## src/rtl/ccu_req_arbiter.sv

```systemverilog
// -----------------------------------------------------------------------------
// ccu_req_arbiter_pkg
//   Default ACE request/response types used when the arbiter is instantiated
//   without explicit type overrides. The ID field is always the leading (most
//   significant) member of the AR/AW/R/B channel structs, which is what lets the
//   arbiter prepend or strip the master index with a plain concatenation/slice.
//
// ccu_req_arbiter
//   Serializes ACE read/write requests from NoMstPorts cache masters onto the
//   single request port of the cache-coherency-unit FSM. One master is granted
//   at a time and the grant is held until that transaction fully completes
//   (last R beat, or B response, or B plus atomic R data). Round-robin
//   priority advances only when a transaction completes.
//
// Ports:
//   clk_i       in   clock
//   rst_i       in   synchronous, active-high reset
//   slv_req_i   in   [NoMstPorts] requests from the cache masters
//   slv_resp_o  out  [NoMstPorts] responses to the cache masters
//   mst_req_o   out  request to the CCU FSM (ID widened by IdxW index bits)
//   mst_resp_i  in   response from the CCU FSM
// -----------------------------------------------------------------------------

package ccu_req_arbiter_pkg;

    localparam int unsigned DefIdW  = 4;
    localparam int unsigned DefIdxW = 2;
    localparam int unsigned MstIdW  = DefIdW + DefIdxW;

    typedef struct packed {
        logic [DefIdW-1:0] id;
        logic [31:0]       addr;
        logic [7:0]        len;
        logic [2:0]        size;
        logic [1:0]        burst;
    } slv_ar_chan_t;

    typedef struct packed {
        logic [MstIdW-1:0] id;
        logic [31:0]       addr;
        logic [7:0]        len;
        logic [2:0]        size;
        logic [1:0]        burst;
    } mst_ar_chan_t;

    typedef struct packed {
        logic [DefIdW-1:0] id;
        logic [31:0]       addr;
        logic [7:0]        len;
        logic [2:0]        size;
        logic [1:0]        burst;
        logic [5:0]        atop;
    } slv_aw_chan_t;

    typedef struct packed {
        logic [MstIdW-1:0] id;
        logic [31:0]       addr;
        logic [7:0]        len;
        logic [2:0]        size;
        logic [1:0]        burst;
        logic [5:0]        atop;
    } mst_aw_chan_t;

    typedef struct packed {
        logic [31:0] data;
        logic [3:0]  strb;
        logic        last;
    } w_chan_t;

    typedef struct packed {
        logic [DefIdW-1:0] id;
        logic [1:0]        resp;
    } slv_b_chan_t;

    typedef struct packed {
        logic [MstIdW-1:0] id;
        logic [1:0]        resp;
    } mst_b_chan_t;

    typedef struct packed {
        logic [DefIdW-1:0] id;
        logic [31:0]       data;
        logic [1:0]        resp;
        logic              last;
    } slv_r_chan_t;

    typedef struct packed {
        logic [MstIdW-1:0] id;
        logic [31:0]       data;
        logic [1:0]        resp;
        logic              last;
    } mst_r_chan_t;

    typedef struct packed {
        slv_aw_chan_t aw;
        logic         aw_valid;
        w_chan_t      w;
        logic         w_valid;
        logic         b_ready;
        slv_ar_chan_t ar;
        logic         ar_valid;
        logic         r_ready;
    } ace_slv_req_t;

    typedef struct packed {
        logic         aw_ready;
        logic         ar_ready;
        logic         w_ready;
        logic         b_valid;
        slv_b_chan_t  b;
        logic         r_valid;
        slv_r_chan_t  r;
    } ace_slv_resp_t;

    typedef struct packed {
        mst_aw_chan_t aw;
        logic         aw_valid;
        w_chan_t      w;
        logic         w_valid;
        logic         b_ready;
        mst_ar_chan_t ar;
        logic         ar_valid;
        logic         r_ready;
    } ace_mst_req_t;

    typedef struct packed {
        logic         aw_ready;
        logic         ar_ready;
        logic         w_ready;
        logic         b_valid;
        mst_b_chan_t  b;
        logic         r_valid;
        mst_r_chan_t  r;
    } ace_mst_resp_t;

endpackage

module ccu_req_arbiter #(
    parameter int unsigned NoMstPorts = 4,
    parameter type slv_req_t  = ccu_req_arbiter_pkg::ace_slv_req_t,
    parameter type slv_resp_t = ccu_req_arbiter_pkg::ace_slv_resp_t,
    parameter type mst_req_t  = ccu_req_arbiter_pkg::ace_mst_req_t,
    parameter type mst_resp_t = ccu_req_arbiter_pkg::ace_mst_resp_t
) (
    input  logic      clk_i,
    input  logic      rst_i,
    input  slv_req_t  slv_req_i  [NoMstPorts],
    output slv_resp_t slv_resp_o [NoMstPorts],
    output mst_req_t  mst_req_o,
    input  mst_resp_t mst_resp_i
);

    localparam int unsigned IdxW = $clog2(NoMstPorts);

    typedef enum logic [2:0] {
        IDLE,
        AR_FWD,
        R_FWD,
        AW_FWD,
        WB_FWD,
        ATOP_R
    } state_e;

    state_e                state_q, state_d;
    logic [IdxW-1:0]       gnt_q, gnt_d;
    logic [IdxW-1:0]       rr_q, rr_d;
    logic                  atop_q, atop_d;

    logic [NoMstPorts-1:0] req;
    logic                  req_any;
    logic [IdxW-1:0]       win_idx;
    logic [IdxW-1:0]       rr_next;

    // Round-robin pick: scan offsets from the highest down so the candidate
    // closest to rr_q (offset 0) is the last one written and therefore wins.
    always_comb begin
        int unsigned cand;
        // NOTE: every variable assigned in a combinational block gets a default
        // first, so no path can leave it holding its old value (latch).
        req     = '0;
        req_any = 1'b0;
        win_idx = '0;
        cand    = 0;
        for (int i = 0; i < NoMstPorts; i++) begin
            req[i] = slv_req_i[i].ar_valid | slv_req_i[i].aw_valid;
        end
        for (int off = NoMstPorts - 1; off >= 0; off--) begin
            cand = (32'(rr_q) + 32'(off)) % NoMstPorts;
            if (req[IdxW'(cand)]) begin
                win_idx = IdxW'(cand);
                req_any = 1'b1;
            end
        end
    end

    // Priority moves just past the master that finished, so its next request
    // has to wait for every other requester first.
    assign rr_next = (32'(gnt_q) == NoMstPorts - 1) ? '0 : gnt_q + 1'b1;

    // State register.
    always_ff @(posedge clk_i) begin
        // NOTE: sequential state uses non-blocking assignments so all
        // registers update together from the values seen before the edge.
        if (rst_i) begin
            state_q <= IDLE;
            gnt_q   <= '0;
            rr_q    <= '0;
            atop_q  <= 1'b0;
        end else begin
            state_q <= state_d;
            gnt_q   <= gnt_d;
            rr_q    <= rr_d;
            atop_q  <= atop_d;
        end
    end

    // Next-state logic.
    always_comb begin
        state_d = state_q;
        gnt_d   = gnt_q;
        rr_d    = rr_q;
        atop_d  = atop_q;
        unique case (state_q)
            IDLE: begin
                if (req_any) begin
                    gnt_d = win_idx;
                    // A master presenting both AR and AW is served read first.
                    if (slv_req_i[win_idx].ar_valid) begin
                        state_d = AR_FWD;
                    end else begin
                        state_d = AW_FWD;
                        atop_d  = slv_req_i[win_idx].aw.atop[5];
                    end
                end
            end
            AR_FWD: begin
                if (slv_req_i[gnt_q].ar_valid && mst_resp_i.ar_ready) begin
                    state_d = R_FWD;
                end
            end
            R_FWD, ATOP_R: begin
                if (mst_resp_i.r_valid && slv_req_i[gnt_q].r_ready && mst_resp_i.r.last) begin
                    state_d = IDLE;
                    rr_d    = rr_next;
                end
            end
            AW_FWD: begin
                if (slv_req_i[gnt_q].aw_valid && mst_resp_i.aw_ready) begin
                    state_d = WB_FWD;
                end
            end
            WB_FWD: begin
                if (mst_resp_i.b_valid && slv_req_i[gnt_q].b_ready) begin
                    // Atomics that return data continue with an R burst.
                    if (atop_q) begin
                        state_d = ATOP_R;
                    end else begin
                        state_d = IDLE;
                        rr_d    = rr_next;
                    end
                end
            end
            default: state_d = IDLE;
        endcase
    end

    // Output routing: only the granted master is connected, everything else
    // (including every port while IDLE) sees zeros.
    always_comb begin
        mst_req_o = '0;
        for (int i = 0; i < NoMstPorts; i++) begin
            slv_resp_o[i] = '0;
        end
        unique case (state_q)
            AR_FWD: begin
                // ID is the leading field, so the index lands in the ID MSBs.
                mst_req_o.ar                 = {gnt_q, slv_req_i[gnt_q].ar};
                mst_req_o.ar_valid           = slv_req_i[gnt_q].ar_valid;
                slv_resp_o[gnt_q].ar_ready   = mst_resp_i.ar_ready;
            end
            R_FWD, ATOP_R: begin
                // Dropping the top bits removes the prepended index from the ID.
                slv_resp_o[gnt_q].r          = mst_resp_i.r[$bits(slv_resp_o[0].r)-1:0];
                slv_resp_o[gnt_q].r_valid    = mst_resp_i.r_valid;
                mst_req_o.r_ready            = slv_req_i[gnt_q].r_ready;
            end
            AW_FWD: begin
                mst_req_o.aw                 = {gnt_q, slv_req_i[gnt_q].aw};
                mst_req_o.aw_valid           = slv_req_i[gnt_q].aw_valid;
                slv_resp_o[gnt_q].aw_ready   = mst_resp_i.aw_ready;
            end
            WB_FWD: begin
                mst_req_o.w                  = slv_req_i[gnt_q].w;
                mst_req_o.w_valid            = slv_req_i[gnt_q].w_valid;
                slv_resp_o[gnt_q].w_ready    = mst_resp_i.w_ready;
                slv_resp_o[gnt_q].b          = mst_resp_i.b[$bits(slv_resp_o[0].b)-1:0];
                slv_resp_o[gnt_q].b_valid    = mst_resp_i.b_valid;
                mst_req_o.b_ready            = slv_req_i[gnt_q].b_ready;
            end
            default: ;
        endcase
    end

    // The CCU echoes the widened ID; its index bits must name the master
    // currently holding the grant, otherwise a response would be misrouted.
    a_r_id_matches_gnt : assert property (@(posedge clk_i) disable iff (rst_i)
        ((state_q == R_FWD || state_q == ATOP_R) && mst_resp_i.r_valid)
        |-> (mst_resp_i.r[$bits(mst_resp_i.r)-1 -: IdxW] == gnt_q));

    a_b_id_matches_gnt : assert property (@(posedge clk_i) disable iff (rst_i)
        (state_q == WB_FWD && mst_resp_i.b_valid)
        |-> (mst_resp_i.b[$bits(mst_resp_i.b)-1 -: IdxW] == gnt_q));

endmodule

```

## config.mk

```make
export PLATFORM = sky130hd
export DESIGN_NAME = ccu_req_arbiter
export DESIGN_NICKNAME = d
export VERILOG_FILES = /design/src/rtl/ccu_req_arbiter.sv
export SDC_FILE = /design/constraint.sdc
export NUM_CORES = 1
export LEC_CHECK = 0
export CAP_MARGIN = 20
export CORE_AREA = 2 2 387 389
export CTS_CLUSTER_SIZE = 28
export DETAILED_ROUTE_END_ITERATION = 8
export DIE_AREA = 0 0 389 391
export PLACE_DENSITY = 0.3
export SKIP_LAST_GASP = 1
export SLEW_MARGIN = 40
export SYNTH_ARGS = -nofsm -noshare
export SYNTH_HDL_FRONTEND = slang
export SYNTH_SLANG_ARGS = --single-unit
export TNS_END_PERCENT = 10
```

## constraint.sdc

```tcl
create_clock -name clk_i -period 2.3 [get_ports clk_i]
set_input_delay 0.46 -clock clk_i [delete_from_list [all_inputs] [get_ports clk_i]]
set_output_delay 0.46 -clock clk_i [all_outputs]
set_load 0.03 [all_outputs]
```

==> flow_summary.yaml <==
synthesis:
  synth-simple-area-share_pct: 33.4
  synthesis.instances: 719
  yosysTopAreaCell: "mux4_2"
  synth-edff-count: 0
  synthAdderAreaFrac_pct: 0.801
  synth_area_per_cell_um2: 8.69
  muxShareOfSynthArea_pct: 53.7
  synthesis.nets: 1363
  synth-compound-area-share_pct: 3.75
  synthTopCellsByArea: "mux4_2 53%, nor2_1 13%, and2_1 9.0%"
  synth_top_area_share_pct: 52.7
  synth_seq_cells: 8
  syn-cell-area_um2: 6240
  synth_top_family_by_area: "multiplexers"
  synth_seq_area_share_pct: 2.56
  ys.flop_type: "dfxtp_1"
  async_flop_share_pct: 0
  synth_cell_types: 46
  yosysWarnings: 0
  synth_xor_area_share_pct: 0
setup_path:
  critical_path.top_delay_family: "buffers and inverters"
  worstPathMaxFanout: 7
  crit_type: "reg -> out"
  crit_chain: "buf_12, buf_12, buf_16, mux4_2, and2_4, buf_6"
  worstPathRequired_ns: 1.84
  max_stage_delay_ns: 0.56
  cp-start-kind: "flop"
  cp-end-kind: "output port"
  crit_slowest_cell: "mux4_2"
  worst_path_most_repeated_cell: "buf_12"
  path_buf_inv: 4
  cp.arrival_ns: 2.04
global_route:
  antenna_found_initial: 73
  grt_pass1_vias: 11100
  grt_max_degree: 42
  track_usage_pct: 11.1
  grt_pass1_wl_um: 112000
  grt_overflow_total: 0
floorplanning:
  die_area_um2: 152000
  initial_core_util_pct: 4.20
  design.core.area_um2: 149000
  die_h_um: 391
  row_count: 142
  io_pins: 990
  die_x_um: 389
power:
  power_density_nw_per_um2: 490
  power.leakage_uw: 0.00762
  ir_worst_vdd_uv: 260
sta:
  fmax_mhz: 400
  hold_viol: 0
  period_minus_slack_ns: 2.50
  rsz0062_at_grt: "yes"
  fin_ws_ns: -0.203
  slew_violations: 0
  setup_violations: 265
  fin_crit_sh_pct: 109
  slew_headroom_pct: 64.4
  worst_clock_skew_ns: 0.00401
  worst_pin_slew_ns: 0.532
run:
  maxCapViolCount: 0
placed_design:
  port_buffers: 985
  hpwl_um: 79000
  placedCellCount: 3693
  finalWeightedCongestion: 0.797
  dp_slack_ns: -0.465
clock_network:
  cts-root-buf: "clkbuf_16"
  clk_transition_reported_paths_ns: 0.04
  numCtsBuffers: 3
  clock_path_buffers: 2
  cts_num_sinks: 8
  cts_tree: "yes"
  cts_hold_buf: 0
  clock_latency_ns: 0.23
  htree_levels: 1
route:
  avgViaCountPerCell: 2.88
  antenna_left: 0
  vias: 10900
  drc: 0
  post_drt_wl_per_cell_um: 25.0
  first_iter_violations: 405
  route.final.wire_length_um: 94300
  drt_first_pass_iters: 5
cells_and_area:
  areaGrowthSynthToFinish_pct: 242
  final_util_pct: 14.4
  fin_cells: 3768
  drive_gt1_share_pct: 43.3
  num-fill-cells: 16900
  final-seq-area_um2: 175
  multi_input_area_um2: 6090
  fin_nets: 2461
hold_path:
  hp-class: "reg -> reg"
outcome:
  violations: "negative setup slack"
  status: "finished with violations"
[repair_timing]
item / 4_1_cts / 5_1_grt
gates cloned: 5 / 14
endpoints found under the setup margin: 352 / 357
gates resized for setup: 169 / 104
pin swaps: 3 / 11
buffers inserted: 18 / 29
[state kept, by name, summed over array words and instances, names as in the netlist]
signal and cells:
atop_q 1, state_q 3, rr_q 2, gnt_q 2
[layout by cell type, fill, tap and decap left out, drive strengths merged, types with 5 or more instances in the layout]
master	synthesis	routed
a21oi	8	8
and2	90	90
buf	35	520
clkbuf	42	13
clkdlybuf4s50	0	635
dfxtp	8	8
diode	0	9
mux4	146	146
nand2	57	57
nor2	217	217
nor2b	58	58
o21ai	5	5
[final cells by class]
| type | count | share of cell area, % |
|---|---|---|
| antenna | 9 | 0.105 |
| sequential | 8 | 0.819 |
| clock buffer | 3 | 0.351 |
| tap | 1944 | 11.4 |
| multi-input combinational | 629 | 28.5 |
| inverter | 5 | 0.123 |
| timing repair buffer | 1170 | 58.8 |
[Yosys cell counts (2+ instances only)]
cell type and count:
mux4_2 146, and2_1 90, a21o_1 3, nor3_2 2, mux2i_1 4, dfxtp_1 8, nand2_1 56, nor2_1 217
nand3b_1 3, o21ai_0 4, buf_2 16, or3b_2 2, a21oi_1 7, a211oi_1 2, nand2b_1 2, nand3_1 2
a31oi_1 2, buf_4 6, nor3b_1 2, o21bai_1 2, buf_6 2, mux2_2 2, clkbuf_1 42, inv_1 5
buf_1 11, nor2b_1 58, ha_1 4
[report_power, final]
group          total [uW]  switching, uW  internal (uW)  leakage [uW]
Sequential            258           65.4            193     0.0000682
Combinational        9910           4700           5210       0.00752
Clock                 299           74.5            225     0.0000370
Total               10500           4840           5630       0.00762
[per-layer routing]
layer	up-vias	wire [um]	GRT usage, %
met5	-	248	0
met4	40	2490	2.28
met3	145	7000	3.31
li1	4831	-	-
met2	621	50200	20.8
met1	5230	34400	12.1
[kinds of logic (layout without fill, tap and decap cells)]
kind of cell    count (synthesis)  in the layout
other cells                     0              9
compound gates                 33             33
buf+inv                        82           1178
flops                           8              8
mux                           152            152
simple gates                  440            440
fa+ha+maj                       4              4
[path summary, 6_finish.rpt]
kind | start | to | slack (ns) | cells after the start
hold reg to reg | atop_q | state_q[2] | 0.55 | 2
setup reg to reg | gnt_q[0] | state_q[0] | -0.08 | 11
setup / recovery | gnt_q[0] | mst_req_o[35] | -0.20 | 6
hold / removal | atop_q | state_q[2] | 0.55 | 2
[through the flow]
| stage | power, uW | setup TNS [ns] | hold WS (ns) | cell area, um^2 |
|---|---|---|---|---|
| after floorplan | 4170 | -7.07 | 0.469 | 6320 |
| after global placement | 8830 | -25.80 | 0.552 | 19900 |
| after detailed placement | 8770 | -26.08 | 0.542 | 19900 |
| after CTS | 9770 | -54.03 | 0.542 | 20500 |
| after global routing | 11100 | -47.80 | 0.578 | 21400 |
| final | 10500 | -20.26 | 0.547 | 21400 |
[worst min-delay path, stage by stage, from the launching register on]
cell and delay (ns):
dfxtp_1 0.33, nand2_1 0.08, a31oi_1 0.08
(Power assumes the default switching activity.)
